[config.mk]
export PLATFORM = sky130hd
export DESIGN_NAME = recv_frame_ctrl
export DESIGN_NICKNAME = d
export VERILOG_FILES = /design/src/rtl/recv_pkg.sv /design/src/rtl/sat_counter.sv /design/src/rtl/recv_frame_ctrl.sv
export SDC_FILE = /design/constraint.sdc
export NUM_CORES = 1
export LEC_CHECK = 0
export ABC_CLOCK_PERIOD_IN_PS = 2500
export CORE_UTILIZATION = 53
export CTS_BUF_LIST = sky130_fd_sc_hd__clkbuf_4 sky130_fd_sc_hd__clkbuf_8
export CTS_CLUSTER_SIZE = 10
export DETAILED_ROUTE_END_ITERATION = 8
export PLACE_DENSITY_LB_ADDON = 0.1
export SETUP_SLACK_MARGIN = 0.05
export SYNTH_ARGS = -nofsm -noshare
export SYNTH_HDL_FRONTEND = slang
export SYNTH_SLANG_ARGS = --single-unit
[constraint.sdc]
create_clock -name clk -period 2.5 [get_ports clk]
set_input_delay 0.25 -clock clk [delete_from_list [all_inputs] [get_ports clk]]
set_output_delay 0.25 -clock clk [all_outputs]
set_load 0.02 [all_outputs]
[src/rtl/recv_pkg.sv]
// recv_pkg: shared state/status types and octet constants for the receive frame sequencer
package recv_pkg;
  typedef enum logic [2:0] {IDLE, GAP, ARMED, FRAME, ABORT} state_t;
  typedef enum logic [2:0] {
    STAT_NONE  = 3'd0,
    STAT_OK    = 3'd1,
    STAT_ERR   = 3'd2,
    STAT_DROP  = 3'd3,
    STAT_ABORT = 3'd4
  } status_t;
  localparam logic [7:0] PreambleOctet = 8'hAA;
  localparam logic [7:0] ErrorOctet    = 8'hF9;
  localparam logic [7:0] SuccessOctet  = 8'h00;
endpackage

[src/rtl/sat_counter.sv]
// sat_counter: saturating up-counter with synchronous clear that wins over increment
module sat_counter #(
  parameter int W = 16
) (
  input  logic         clk,
  input  logic         rst_n,
  input  logic         inc,
  input  logic         clr,
  output logic [W-1:0] q
);
  logic [W-1:0] q_q, q_d;
  always_comb q_d = clr ? '0 : (inc && !(&q_q)) ? q_q + W'(1) : q_q;
  always_ff @(posedge clk or negedge rst_n)
    if (!rst_n) q_q <= '0;
    else        q_q <= q_d;
  assign q = q_q;
endmodule

[src/rtl/recv_frame_ctrl.sv]
// recv_frame_ctrl: arms recv_top after an inter-frame gap, classifies frames and keeps status counters
module recv_frame_ctrl
  import recv_pkg::*;
#(
  parameter int IFG_CYCLES       = 12,
  parameter int MAX_FRAME_CYCLES = 1600,
  parameter int CNT_W            = 16
) (
  input  logic             clk,
  input  logic             rst_n,
  input  logic             enable,
  input  logic             clr_cnt,
  input  logic [7:0]       phy_data,
  input  logic             phy_vld,
  output logic [7:0]       rx_data,
  output logic             rx_start,
  output logic             rx_rst,
  input  logic             rx_rdy,
  input  logic             rx_vld,
  input  logic [7:0]       rx_out,
  output logic             busy,
  output logic             irq_done,
  output logic [2:0]       last_status,
  output logic [CNT_W-1:0] frame_ok_cnt,
  output logic [CNT_W-1:0] frame_err_cnt,
  output logic [CNT_W-1:0] frame_drop_cnt,
  output logic [CNT_W-1:0] frame_abort_cnt
);
  localparam int GW = $clog2(IFG_CYCLES + 1);
  localparam int WW = $clog2(MAX_FRAME_CYCLES + 1);
  localparam logic [GW-1:0] GapLast = GW'(IFG_CYCLES - 1);
  localparam logic [WW-1:0] WdLast  = WW'(MAX_FRAME_CYCLES - 1);
  state_t        state_q, state_d;
  status_t       status_q, status_d, cls;
  logic [GW-1:0] gap_q, gap_d;
  logic [WW-1:0] wd_q, wd_d;
  logic          prev_vld_q, prev_vld_d, rx_rst_q, rx_rst_d, irq_q, irq_d;
  logic [7:0]    prev_out_q, prev_out_d;
  logic          wd_hit, classify;
  assign rx_data  = phy_vld ? phy_data : 8'h00;
  assign rx_start = state_q == ARMED && phy_vld && phy_data == PreambleOctet && rx_rdy && enable;
  assign wd_hit   = wd_q == WdLast;
  assign classify = state_q == FRAME && !wd_hit && rx_rdy;
  assign cls      = !prev_vld_q ? STAT_DROP : prev_out_q == SuccessOctet ? STAT_OK : STAT_ERR;
  always_comb begin
    state_d    = state_q;
    gap_d      = '0;
    wd_d       = '0;
    prev_vld_d = prev_vld_q;
    prev_out_d = prev_out_q;
    irq_d      = 1'b0;
    status_d   = status_q;
    case (state_q)
      IDLE:  state_d = enable ? GAP : IDLE;
      GAP: begin
        gap_d   = phy_vld ? '0 : gap_q + GW'(1);
        state_d = !enable ? IDLE : (!phy_vld && gap_q == GapLast) ? ARMED : GAP;
      end
      ARMED: state_d = !enable ? IDLE : rx_start ? FRAME : phy_vld ? GAP : ARMED;
      FRAME: begin
        prev_vld_d = rx_vld;
        prev_out_d = rx_out;
        wd_d       = wd_q + WW'(1);
        state_d    = wd_hit ? ABORT : classify ? (enable ? GAP : IDLE) : FRAME;
        irq_d      = classify;
        status_d   = classify ? cls : status_q;
      end
      ABORT: begin
        state_d  = GAP;
        irq_d    = 1'b1;
        status_d = STAT_ABORT;
      end
      default: state_d = IDLE;
    endcase
    rx_rst_d = state_d == ABORT;
  end
  always_ff @(posedge clk or negedge rst_n)
    if (!rst_n) begin
      state_q    <= IDLE;
      gap_q      <= '0;
      wd_q       <= '0;
      prev_vld_q <= 1'b0;
      prev_out_q <= 8'h00;
      rx_rst_q   <= 1'b1;
      irq_q      <= 1'b0;
      status_q   <= STAT_NONE;
    end else begin
      state_q    <= state_d;
      gap_q      <= gap_d;
      wd_q       <= wd_d;
      prev_vld_q <= prev_vld_d;
      prev_out_q <= prev_out_d;
      rx_rst_q   <= rx_rst_d;
      irq_q      <= irq_d;
      status_q   <= status_d;
    end
  assign rx_rst      = rx_rst_q;
  assign busy        = state_q == FRAME || state_q == ABORT;
  assign irq_done    = irq_q;
  assign last_status = status_q;
  sat_counter #(.W(CNT_W)) u_ok    (.clk(clk), .rst_n(rst_n), .inc(classify && cls == STAT_OK),   .clr(clr_cnt), .q(frame_ok_cnt));
  sat_counter #(.W(CNT_W)) u_err   (.clk(clk), .rst_n(rst_n), .inc(classify && cls == STAT_ERR),  .clr(clr_cnt), .q(frame_err_cnt));
  sat_counter #(.W(CNT_W)) u_drop  (.clk(clk), .rst_n(rst_n), .inc(classify && cls == STAT_DROP), .clr(clr_cnt), .q(frame_drop_cnt));
  sat_counter #(.W(CNT_W)) u_abort (.clk(clk), .rst_n(rst_n), .inc(state_q == ABORT),            .clr(clr_cnt), .q(frame_abort_cnt));
endmodule

==> implementation parameters <==
Parameter                              Value

Route
  Vias per inst    just under 6
  Total via count in the routed design    4636
  Number of remaining DRC errors    0
  Routed length per instance    15.38 um
  Pre-antenna DRT Iters    4
  Total Routed Length    12230 um
  Number of DRC violations after detailed-routing iteration 0    roughly 270
  Number of nets with antenna violations after detailed routing    0

Worst setup path
  Standard cell with the maximum stage delay on the critical path    sky130_fd_sc_hd__or4_4
  Top cell family by delay on the critical path    simple AND/OR/NAND/NOR gates
  Worst setup EP type    register
  CP most frequent cell    sky130_fd_sc_hd__nor4_1
  Crit path kind    reg2reg
  Cell chain of the critical path    ha_1, nand3_2, nor4_1, or4_4, nor4_1, mux2_2
  Startpoint types    register
  Worst path arrival time    between 2 and 3 ns
  Data required time at the worst endpoint    roughly 2.8 ns
  Largest driver fanout on the critical path    22
  Max incr delay on CP    0.69 ns
  Worst path bufs/invs    0

Global route
  Grt met2 use    41.31%
  Met1 layer usage reported by global route    34.74%
  Most heavily used metal layer in global routing    met2
  Overflow after GRT    0
  Global routing usage on met3    under 10%
  Gr usage total    25.72%
  Number of global-route vias before repair    4406
  Maximum number of pins on one net before global-route repair    around 80
  First-pass GRT wire length    20620 um
  Number of antenna violations at the first check in global routing    0

Layout
  Post-layout instance count excluding filler cells    795
  Most common cell after layout, fill and taps aside    sky130_fd_sc_hd__clkdlybuf4s50_1
  Area added between synthesis and finish    29.73%
  Fraction of final layout cells sized beyond drive strength 1    between 10% and 20%
  ANT cells    0
  Most used cells in the layout excluding fill and tap cells    99 x sky130_fd_sc_hd__clkdlybuf4s50_1, 95 x sky130_fd_sc_hd__dfrtp_1, 55 x sky130_fd_sc_hd__nand2_1, 55 x sky130_fd_sc_hd__nor2_1, 41 x sky130_fd_sc_hd__a21oi_1
  Final layout net count    690

Power and ir drop
  Leakage power of the design    roughly 2.6 nW
  Worst voltage drop across the vdd grid    about 0.36 mV
  Power density of the placed cells    439.8 nW/um2
  Post-route total power    roughly 2.9 mW

STA
  Number of setup violations in the final report    0
  Setup total negative slack    0 ns
  Final period utilization    94.72%
  Final Hold Violating Endpoints    0
  Timing-limited maximum frequency    about 420 MHz
  Final count of pins violating max slew    0
  RSZ-0062 raised after global routing    true
  Max_slew headroom    approximately two fifths
  Post-Route Skew    0.01858 ns
  Setup slack after layout    0.1320 ns
  Final hold slack    0.2866 ns
  Time the final worst path needs with I/O delays and setup    approximately 2.4 ns
  Slew at the pin closest to its max-slew limit    roughly 0.9 ns

Clock tree
  Root cell of the clock tree    sky130_fd_sc_hd__clkbuf_8
  Clock-pin slew reported for the worst setup and hold paths after clock tree synthesis    approximately 0.1 ns
  TritonCTS clock tree    yes
  Clock insertion delay at the later pin of the skew report    about 0.36 ns
  Count of clock tree sinks    96
  Number of CTS-inserted buffers    9
  Number of H-tree levels    3
  CTS Buffer Depth    2

Synthesis
  Cell area after synthesis    a little over 5000 um2
  Top-area cell type share of the netlist area    46.53%
  Cell taking the most area after synthesis    sky130_fd_sc_hd__dfrtp_1
  Flip-flop and latch count after synthesis    96
  Net count after synthesis    approximately 590
  Largest cells by area after synthesis    sky130_fd_sc_hd__dfrtp_1 47%, sky130_fd_sc_hd__a21oi_1 4.1%, sky130_fd_sc_hd__nand2_1 4.0%
  Primary FF master, synth    sky130_fd_sc_hd__dfrtp_1
  Avg Cell Area, Syn    9.139 um2
  Yosys Warn Count    0
  Post-synth EDFFs    0
  Ys async rst share    100.0%
  Gate Count Post-Synth    ~560
  Fraction of the yosys area taken by sequential cells    a little under half
  Netlist cell types    50

Floorplan
  Io pins    about 100
  Area of the core region    ~9300 um2
  Die area    approximately 10000 um2
  Row count    35
  Horizontal die dimension    between 100 and 150 um
  Starting density of the core    55.03%
  Vertical extent of the die    approximately 100 um

Run status
  Outcome    finished clean

Placed design
  Final weighted congestion in routability-driven placement    ~0.8
  Post-placement cell count    between 700 and 800
  Estimated wirelength of the detail-placed design    between 8000 and 9000 um
  Number of input and output port buffers inserted    roughly 100
  Placement-stage worst setup slack    0.07003 ns

Worst hold path
  HP Class    in2async

Run
  Max cap viols    0
-- Yosys cell counts (3+ instances only) --
library cell / instances
sky130_fd_sc_hd__nand3_1: 29
sky130_fd_sc_hd__nor4_1: 11
sky130_fd_sc_hd__or3_1: 19
sky130_fd_sc_hd__dfrtp_1: 95
sky130_fd_sc_hd__nor3b_1: 3
sky130_fd_sc_hd__or4_1: 21
sky130_fd_sc_hd__and4_1: 5
sky130_fd_sc_hd__and2_1: 13
sky130_fd_sc_hd__a21oi_1: 42
sky130_fd_sc_hd__xnor2_1: 13
sky130_fd_sc_hd__and3_1: 7
sky130_fd_sc_hd__o31ai_1: 19
sky130_fd_sc_hd__nor3_1: 10
sky130_fd_sc_hd__xor2_1: 6
sky130_fd_sc_hd__nand2_1: 55
sky130_fd_sc_hd__clkbuf_1: 27
sky130_fd_sc_hd__a2111oi_0: 3
sky130_fd_sc_hd__nand4_1: 18
sky130_fd_sc_hd__nor2_1: 55
sky130_fd_sc_hd__nand2b_1: 4
sky130_fd_sc_hd__mux2i_1: 3
sky130_fd_sc_hd__a211oi_1: 4
sky130_fd_sc_hd__mux2_2: 14
sky130_fd_sc_hd__ha_1: 6
sky130_fd_sc_hd__inv_1: 13
sky130_fd_sc_hd__nor2b_1: 16
sky130_fd_sc_hd__o21ai_0: 20
-- cells by family after synthesis --
group,after synthesis,synth area share [%]
compound gates,96,11.27
xor+xnor,19,3.257
fa+ha+maj,6,1.469
buf+inv,42,3.257
flops,96,47.05
mux,17,3.674
simple gates,283,30.03
-- power by group --
| part | internal [mW] | switching (mW) |
|---|---|---|
| clock network | 0.588 | 0.534 |
| logic | 0.0847 | 0.108 |
| registers | 1.58 | 0.0190 |
-- per-layer routing --
metal / routed length [um] / share of wire [%] / vias to the layer above
li1: - / - / 2235
met1: 5531 / 45 / 2251
met3: 393 / 3.2 / 28
met5: 0 / 0 / -
met2: 5956 / 49 / 122
met4: 350 / 2.9 / 0
-- final cells by class --
type / count / area (um2)
flip-flops and latches: 96 / 2404
well taps: 129 / 161.4
fillers: 743 / 2656
clock buffers: 11 / 138.9
repair buffers: 120 / 1174
multi-input cells: 421 / 2620
inverters: 13 / 48.80
clock inverters: 5 / 81.33
-- path summary, 6_finish.rpt --
check | from | to | slack (ns) | depth (start not counted)
max | wd_q[0]$_DFF_PN0_ | u_err.q[5]$_DFFE_PN0P_ | 0.13 | 6
min | rst_n | u_err.q[0]$_DFFE_PN0P_ | 0.29 | 2
max reg2reg | wd_q[0]$_DFF_PN0_ | u_err.q[5]$_DFFE_PN0P_ | 0.13 | 6
min reg2reg | gap_q[0]$_DFF_PN0_ | gap_q[0]$_DFF_PN0_ | 0.48 | 1
max in group asynchronous | rst_n | rx_rst$_DFF_PN1_ | 1.49 | 3
min in group clk | rx_out[6] | prev_out_q[6]$_DFFE_PN0P_ | 0.42 | 3
-- timing repair --
item                                    4_1_cts  5_1_grt
hold buffers                                  1        0
endpoints found under the setup margin        5       10
setup buffers                                 0        1
endpoints found under the hold margin        15        0
pin swaps                                     0        2
gates resized for setup                       5        9
-- state kept, by name, indices dropped and copies added (netlist names), 3 cells and up --
signal	count
u_abort.q	16
u_drop.q	16
u_err.q	16
u_ok.q	16
wd_q	11
prev_out_q	8
gap_q	4
last_status	3
state_q	3
-- per-stage QoR --
step	cell area, um2	utilization, %
2_1_floorplan	5109	-
5_1_grt	6628	71.39
6_report	6628	71.39
3_3_place_gp	6309	67.95
3_5_place_dp	6309	67.95
4_1_cts	6566	70.73
-- worst register-to-register path, delay by kind of cell, from the launching register on --
| kind | cells | cell delay [ns] |
|---|---|---|
| AND/OR/NAND/NOR | 4 | 1.24 |
| flip-flops | 1 | 0.42 |
| multiplexers | 1 | 0.37 |
| adder cells (fa/ha/maj) | 1 | 0.25 |
(Power assumes the default switching activity.)
